`config.mk`:
```
export PLATFORM = sky130hd
export DESIGN_NAME = ram_port_arbiter
export DESIGN_NICKNAME = d
export VERILOG_FILES = /design/src/rtl/ram_port_arbiter.sv
export SDC_FILE = /design/constraint.sdc
export NUM_CORES = 1
export LEC_CHECK = 0
export CAP_MARGIN = 0
export CORE_UTILIZATION = 39
export CTS_CLUSTER_SIZE = 14
export DETAILED_ROUTE_END_ITERATION = 10
export PLACE_DENSITY = 0.83
export SYNTH_ARGS = -nofsm -noshare
export SYNTH_HDL_FRONTEND = slang
export SYNTH_SLANG_ARGS = --single-unit
```
`constraint.sdc`:
```
create_clock -name clk -period 4.2 [get_ports clk]
set_clock_uncertainty 0.2 [all_clocks]
set_input_delay 0.84 -clock clk [delete_from_list [all_inputs] [get_ports clk]]
set_output_delay 0.84 -clock clk [all_outputs]
set_load 0.1 [all_outputs]
```
`src/rtl/ram_port_arbiter.sv`:
```
// Two-requester sequencer for the single-port 1024x32 RAM: fetch (read-only) and
// load/store share the macro; each access is held for ACCESS_CYCLES, then answered.
module ram_port_arbiter #(
    parameter int ACCESS_CYCLES = 2,
    parameter int STARVE_LIMIT  = 3
) (
    input  logic        clk,
    input  logic        reset,
    input  logic        if_req,
    input  logic [9:0]  if_addr,
    output logic        if_gnt,
    output logic        if_rvalid,
    output logic [31:0] if_rdata,
    input  logic        d_req,
    input  logic        d_we,
    input  logic [9:0]  d_addr,
    input  logic [31:0] d_wdata,
    output logic        d_gnt,
    output logic        d_rvalid,
    output logic [31:0] d_rdata,
    output logic        ram_we,
    output logic [9:0]  ram_addr,
    output logic [31:0] ram_wdata,
    input  logic [31:0] ram_rdata,
    output logic        busy
);
    localparam logic [1:0] IDLE   = 2'd0;
    localparam logic [1:0] ACCESS = 2'd1;
    localparam logic [1:0] RESP   = 2'd2;

    localparam logic [3:0] ACC_LAST   = 4'(ACCESS_CYCLES - 1);
    localparam logic [3:0] STARVE_MAX = 4'(STARVE_LIMIT);

    logic [1:0] state;
    logic [3:0] acc_cnt;
    logic [3:0] starve_cnt;
    logic       owner_d;
    logic       fetch_wins;

    // Load/store has priority unless fetch has lost STARVE_LIMIT times in a row.
    assign fetch_wins = if_req && (!d_req || (starve_cnt == STARVE_MAX));
    assign busy       = (state != IDLE);

    always_ff @(posedge clk or posedge reset) begin
        if (reset) begin
            state      <= IDLE;
            acc_cnt    <= '0;
            starve_cnt <= '0;
            owner_d    <= 1'b0;
            if_gnt     <= 1'b0;
            d_gnt      <= 1'b0;
            if_rvalid  <= 1'b0;
            d_rvalid   <= 1'b0;
            if_rdata   <= '0;
            d_rdata    <= '0;
            ram_we     <= 1'b0;
            ram_addr   <= '0;
            ram_wdata  <= '0;
        end else begin
            if_gnt    <= 1'b0;
            d_gnt     <= 1'b0;
            if_rvalid <= 1'b0;
            d_rvalid  <= 1'b0;
            case (state)
                IDLE: begin
                    if (if_req || d_req) begin
                        state   <= ACCESS;
                        acc_cnt <= '0;
                        owner_d <= !fetch_wins;
                        if (fetch_wins) begin
                            if_gnt     <= 1'b1;
                            ram_addr   <= if_addr;
                            ram_we     <= 1'b0;
                            starve_cnt <= '0;
                        end else begin
                            d_gnt     <= 1'b1;
                            ram_addr  <= d_addr;
                            ram_we    <= d_we;
                            ram_wdata <= d_wdata;
                            if (if_req && (starve_cnt != STARVE_MAX))
                                starve_cnt <= starve_cnt + 4'd1;
                        end
                    end
                end
                ACCESS: begin
                    if (acc_cnt == ACC_LAST) begin
                        state  <= RESP;
                        ram_we <= 1'b0;
                        if (owner_d) begin
                            d_rvalid <= 1'b1;
                            // A store leaves the previous load data in place.
                            if (!ram_we)
                                d_rdata <= ram_rdata;
                        end else begin
                            if_rvalid <= 1'b1;
                            if_rdata  <= ram_rdata;
                        end
                    end else begin
                        acc_cnt <= acc_cnt + 4'd1;
                    end
                end
                RESP:    state <= IDLE;
                default: state <= IDLE;
            endcase
        end
    end
endmodule
```
==> results of run 1 <==
==> logic make-up after synthesis <==
family                   share of synthesized area
flip-flops                                   0.625
multiplexers                                 0.223
AO/OA/AOI/OAI                               0.0627
AND/OR/NAND/NOR                             0.0594
buffers and inverters                       0.0220
adder cells (fa/ha/maj)                    0.00768
==> sequential cells by signal (all words and copies together), names as in the netlist, 2 cells and up <==
name / flops
d_rdata: 32
ram_wdata: 32
ram_addr: 10
starve_cnt: 4
state: 2
if_rdata: 32
acc_cnt: 4
==> Yosys cell counts, types with 3 or more instances <==
cell type / n / area, sq um
nand2b_1: 4 / 25.0
ha_1: 3 / 37.5
buf_2: 10 / 50.1
clkbuf_1: 9 / 33.8
nand2_1: 4 / 15.0
a31oi_1: 10 / 62.6
dfrtp_1: 122 / 3050
or2_2: 3 / 18.8
nand3_1: 15 / 75.1
a21oi_1: 11 / 55.1
nor2_1: 3 / 11.3
inv_1: 5 / 18.8
mux2_2: 94 / 1060
o21ai_0: 9 / 45.0
a21bo_2: 10 / 100
==> area by class of cell <==
cell class | instances | area [sq um] | share of cell area
Clock buffer | 23 | 478 | 0.0619
Clock inverter | 8 | 165 | 0.0214
Inverter | 5 | 22.5 | 0.00291
Multi-Input combinational cell | 189 | 1730 | 0.223
Sequential cell | 122 | 3050 | 0.395
Tap cell | 168 | 210 | 0.0272
Timing Repair Buffer | 206 | 2070 | 0.268
==> through the flow <==
step                std cells  utilization  instance area (sq um)  setup slack (ps)  hold slack, ps
floorplan                 336            -                   4890              1660             275
global placement          690        0.585                   7080              1280             273
detailed placement        690        0.585                   7080              1220             291
finish                    721        0.638                   7730               798             296
global route              721        0.638                   7730               701             311
CTS                       721        0.638                   7730               782             303
==> path summary, 6_finish.rpt <==
path | to | slack (ps) | cells after the start | startpoint
max in group asynchronous | if_rdata[22] | 2550 | 3 | reset
setup reg to reg | d_rdata[9] | 1620 | 6 | acc_cnt[1]
hold / removal | if_rdata[31] | 300 | 1 | if_rdata[31]
hold reg to reg | if_rdata[31] | 300 | 1 | if_rdata[31]
min in group asynchronous | ram_wdata[13] | 800 | 3 | reset
setup / recovery | busy | 800 | 4 | state[0]
==> layer usage <==
layer,vias up,track usage
li1,1613,-
met1,1729,0.210
met2,156,0.310
met3,26,0.0707
met4,0,0.100
met5,-,0
==> qor.csv, run 1 <==
metric,value,unit
status,completed,
clockBufferDepth,2,
die-area,13000,sq um
syn_area_per_cell,14.5,sq um
fin_crit,3400,ps
dr.pass1.iters,4,
worst_pin_slew,1030,ps
numCtsBuffers,17,
rows,40,
post-route-period-util,0.810,
h-tree-depth,4,
syn_area,4890,sq um
totalWireLength,11700,um
postCtsSetupRepairBufs,0,
wire_per_inst,16.2,um
grt_overflow_total,0,
crit_fanout,14,
crit_slowest_cell,clkdlybuf4s50_1,
rsz0062_at_grt,false,
crit_chain,nor2_1 > buf_4 > inv_1 > clkdlybuf4s50_1,
hold_viol,0,
met1_length,4630,um
final_common_cell,clkdlybuf4s50_1,
worstPathRequired,3160,ps
cp-start-kind,flop,
synth-edff-count,0,
finalSetupViolations,0,
initial_utilization,0.403,
cts_hold_buf,0,
io_pins,201,
num-fill-cells,923,
ys_warn_count,0,
worstSetupEndpointType,primary output,
max_cap_viol_count,0,
clock_latency,410,ps
drc,0,
postRouteAntennaNets,0,
drive_above_1_share,0.264,
diodes,0,
top_layer,met4,
arrival,2360,ps
hpwl,8220,um
vias,3524,
chipWidth,114,um
wl_met2,5750,um
layout_common_cells,"200 x clkdlybuf4s50_1, 122 x dfrtp_1, 94 x mux2_2",
path_class,reg -> out,
synthesis.instances,336,
antenna_found_initial,0,
area_delta_synth_final,58.1,%
ys_types,35,
relSlewSlack,0.311,
tritoncts,yes,
crit_buf_inv,3,
io_buffer_count,200,
grtUsageTotal,0.187,
min_path_type,reg -> reg,
maxClockFrequency,294,MHz
die_h,114,um
synth_flop_cell,dfrtp_1,
cts_resized,0,
ys_ff_latch,122,
synth_seq_area_share,0.625,
finalSetupTns,0,ps
clk_pin_slew,50,ps
grt_max_degree,123,
slowest_delay,1180,ps
grt_pass1_vias,3716,
core_area,12100,sq um
viasPerCell,4.89,
async_flop_share,1.00,
numClockSinks,122,
synth_fp_nets,428,
cpLargestDelayFamily,buffers and inverters,
final_max_slew_viol_count,0,
clockRootBuffer,clkbuf_16,
grt_pass1_wl,18600,um
final_nets,633,
wl_met3,961,um
drt_iter0_drc,246,
gp_congestion,0.750,
Power of run 1 is left out: the tool's default activity adds up to more than one toggle a clock period on the data nets, which glitch-free logic cannot reach.
==> inputs of run 2 (changes only) <==
- clock period: 4.2 -> 2.74 ns (I/O delays scaled with it)
==> run 2 against run 1 <==
  * Clock-buffer cell count is 2 higher
  * Wire length is 2.5% lower
  * Design area is 4.5% lower
  * Core utilization is 2.9 points lower
  * Largest cell class unchanged
  * Non-clock buffer count is 2 higher
  * Global-route usage is 0.24 points lower
  * Register-to-register slack worse by 970 ps
==> qor.csv, run 2 (same netlist as run 1, synthesis figures left out) <==
metric,value,unit,change
io_buffer_count,200,,unchanged
num-fill-cells,970,,+5.1%
arrival,1470,ps,-890 ps
final_max_slew_viol_count,0,,unchanged
layout_common_cells,"122 x dfrtp_1, 115 x buf_4, 94 x mux2_2",,
register_area,3050,sq um,unchanged
drc,0,,unchanged
grt_overflow_total,0,,unchanged
relSlewSlack,0.494,,+0.182
antenna_found_initial,0,,unchanged
postRouteAntennaNets,0,,unchanged
clock_latency,400,ps,about the same
maxClockFrequency,451,MHz,
hpwl,8090,um,-1.6%
dr.pass1.iters,4,,unchanged
numClockSinks,122,,unchanged
clk_pin_slew,50,ps,about the same
chipWidth,114,um,unchanged
area_delta_synth_final,51.0,%,
status,completed,,
initial_utilization,0.403,,unchanged
cts_hold_buf,0,,unchanged
fin_crit,2220,ps,
die-area,13000,sq um,unchanged
io_pins,201,,unchanged
fin_util,0.609,,-0.0289
grt_pass1_vias,3765,,+1.3%
post-route-period-util,0.810,,
hold_viol,0,,unchanged
rr_worst_depth,6,,unchanged
worstPathRequired,1990,ps,-1170 ps
core_area,12100,sq um,unchanged
final_common_cell,dfrtp_1,,
clockRootBuffer,clkbuf_16,,
clockBufferDepth,2,,unchanged
wire_per_inst,15.8,um,-2.3%
hold_depth,1,,unchanged
rrSetupSlack,650,ps,-970 ps
worstSetupEndpointType,primary output,,
r2r_end,d_rdata[12],,
crit_fanout,14,,unchanged
final_nets,635,,+0.32%
rows,40,,unchanged
grtUsageTotal,0.185,,-0.00241
vias,3530,,+0.17%
viasPerCell,4.90,,+0.31%
min_to,if_rdata[31],,
drt_iter0_drc,160,,-35%
min_from,if_rdata[31],,
gp_congestion,0.801,,+6.8%
diodes,0,,unchanged
reg.largest.list,"d_rdata x32, if_rdata x32, ram_wdata x32",,
tritoncts,yes,,
cp-start-kind,flop,,
totalWireLength,11400,um,-2.5%
grt_max_degree,99,,-20%
die_h,114,um,unchanged
critPathLaunch,state[0],,
rsz0062_at_grt,false,,
worst_pin_slew,757,ps,-273 ps
h-tree-depth,4,,unchanged
max_cap_viol_count,0,,unchanged
cts_resized,0,,unchanged
drive_above_1_share,0.466,,+0.202
min_path_type,reg -> reg,,
grt_pass1_wl,18400,um,-0.96%
postCtsSetupRepairBufs,0,,unchanged
numCtsBuffers,17,,unchanged
finalSetupViolations,0,,unchanged
finalSetupTns,0,ps,unchanged
path_class,reg -> out,,
r2r-start,acc_cnt[1],,
multi_input_area,1730,sq um,unchanged
run 2: per-layer routing:
layer | part of all wire | track usage | vias up
met3 | 0.070 | 0.0622 | 17
met4 | 0.018 | 0.0771 | 0
met5 | 0 | 0 | -
li1 | - | - | 1612
met1 | 0.40 | 0.213 | 1752
met2 | 0.51 | 0.316 | 149
run 2: final cells by class:
| cell class | count | share of cell area |
|---|---|---|
| flip-flops and latches | 122 | 0.414 |
| repair buffers | 208 | 0.250 |
| multi-input cells | 189 | 0.234 |
| clock buffers | 25 | 0.0685 |
| well taps | 168 | 0.0285 |
| inverters | 5 | 0.00305 |
| clock inverters | 3 | 0.00204 |
run 2: worst max path at each step:
stage                         end  slack [ps]  cells past startpoint
floorplan              acc_cnt[0]         490                      1
global route                 busy         450                      4
finish                       busy         520                      4
detailed placement    ram_addr[8]         200                      4
global placement    starve_cnt[3]         330                      4
CTS                          busy         500                      4
run 2: metrics by stage:
step	worst slack [ps]	hold slack, ps	std cells	instance area [sq um]
4_1_cts	501	293	720	7380
2_1_floorplan	495	275	336	4890
3_5_place_dp	204	281	692	6860
6_report	522	289	720	7380
5_1_grt	449	307	720	7380
3_3_place_gp	330	273	692	6860
run 2: worst max-delay path: stages, from the launching register on:
cell and delay (ps):
dfrtp_1 390, nor2_1 110, buf_4 200, inv_1 160, buf_12 200
Power of run 2 is left out for the same reason.
==> inputs of run 3 (changes only) <==
- CORE_UTILIZATION: 39 -> 40
- PLACE_DENSITY: 0.83 -> 0.81
- clock period: 2.74 -> 2.3 ns (I/O delays scaled with it)
==> run 3 against run 2 <==
  * Design area grew 1.9%
  * Worst setup slack lost 300 ps
  * Sequential cell count is the same
  * Global-route usage grew 0.45 points
  * Non-clock buffer count grew 2
  * Register-to-register slack lost 430 ps
  * Critical path depth grew 2
  * Via count grew 0.65%
  * Die area shrank 2.5%
  * Sequential share of layout area shrank 0.77 points
==> qor.csv, run 3 (same netlist as run 1, synthesis figures left out) <==
metric,value,unit,change
clk_pin_slew,50,ps,about the same
vias,3553,,+0.65%
r2r-start,acc_cnt[1],,
io_buffer_count,200,,unchanged
gp_congestion,0.849,,+6.0%
grt_pass1_vias,3761,,-0.11%
crit_slowest_cell,dfrtp_1,,
tritoncts,yes,,
cp-start-kind,flop,,
status,completed,,
numCtsBuffers,17,,unchanged
rows,40,,unchanged
maxClockFrequency,481,MHz,
postRouteAntennaNets,0,,unchanged
hpwl,8150,um,+0.76%
postCtsSetupRepairBufs,0,,unchanged
clockRootBuffer,clkbuf_16,,
layout_common_cells,"122 x dfrtp_1, 115 x buf_4, 94 x mux2_2",,
viasPerCell,5.04,,+2.8%
worstSetupEndpointType,flop,,
wire_per_inst,16.0,um,+1.2%
io_pins,201,,unchanged
worst-path-stages,6,,+2
chipWidth,113,um,-1.2%
diodes,0,,unchanged
totalWireLength,11300,um,-0.94%
crit_chain,inv_1 > ha_1 > nand2b_1 > nor4_4 > buf_12 > mux2_2,,
drive_above_1_share,0.475,,+0.00933
numClockSinks,122,,unchanged
initial_utilization,0.408,,+0.00506
dr.pass1.iters,5,,+1
hold_ws,223,ps,-65.9 ps
worst_pin_slew,713,ps,-43.8 ps
hold_viol,0,,unchanged
crit_buf_inv,2,,-1
grt_overflow_total,0,,unchanged
min_path_type,in -> async,,
rr_worst_depth,6,,unchanged
slowest_delay,400,ps,about the same
cts_resized,0,,unchanged
cpLargestDelayFamily,simple AND/OR/NAND/NOR gates,,
r2r_end,d_rdata[5],,
grtUsageTotal,0.190,,+0.00448
worstPathRequired,2390,ps,+400 ps
crit_fanout,32,,+18
antenna_found_initial,0,,unchanged
core_area,12000,sq um,-1.2%
area_delta_synth_final,53.8,%,
final_max_slew_viol_count,0,,unchanged
cts_hold_buf,0,,unchanged
final_common_cell,dfrtp_1,,
grt_max_degree,50,,-49%
finalSetupViolations,0,,unchanged
die_h,113,um,-1.2%
drc,0,,unchanged
relSlewSlack,0.523,,+0.0293
rsz0062_at_grt,false,,
clock_latency,410,ps,about the same
final_nets,637,,+0.31%
reg.largest.list,"d_rdata x32, if_rdata x32, ram_wdata x32",,
post-route-period-util,0.904,,
h-tree-depth,4,,unchanged
max_cap_viol_count,0,,unchanged
die-area,12700,sq um,-2.5%
fin_crit,2080,ps,
clockBufferDepth,2,,unchanged
drt_iter0_drc,127,,-21%
arrival,2170,ps,+700 ps
rrSetupSlack,220,ps,-430 ps
grt_pass1_wl,18500,um,+0.60%
path_class,reg -> reg,,
-- run 3: cell types whose count changed in the layout (fill, tap and decap cells not counted) --
cell and change:
buf_12 +2, bufinv_16 +4, clkbuf_1 -2, clkbuf_8 -1, clkinv_2 -1, clkinv_4 +1
clkinvlp_4 +2, inv_6 +1
-- run 3: metal layers --
layer	routed length, um	part of all wire	vias up	track usage
li1	-	-	1623	-
met4	214	0.019	0	0.0827
met2	5950	0.53	132	0.328
met5	0	0	-	0
met1	4430	0.39	1776	0.216
met3	686	0.061	22	0.0594
-- run 3: layout make-up --
class	count	area (sq um)
fill	940	4450
sequential	122	3050
timing repair buffer	210	1880
multi-input combinational	189	1730
clock buffer	22	484
tap	147	184
clock inverter	10	163
inverter	5	22.5
-- run 3: metrics by stage --
stage	setup TNS [ps]	util	instance area (sq um)	cells	worst slack [ps]
after floorplan	0	-	4890	336	107
after global placement	-9.15	0.574	6870	673	-3.93
after detailed placement	-692	0.574	6870	673	-89.4
after CTS	0	0.628	7520	705	206
after global routing	0	0.628	7520	705	78.7
final	0	0.628	7520	705	221
-- run 3: worst max path at each step --
stage | startpoint | end
floorplan | ram_we | d_rdata[20]
global placement | d_req | ram_addr[1]
detailed placement | d_req | ram_addr[6]
CTS | acc_cnt[1] | d_rdata[7]
global route | acc_cnt[1] | d_rdata[7]
finish | acc_cnt[1] | d_rdata[5]
Power of run 3 is left out for the same reason.
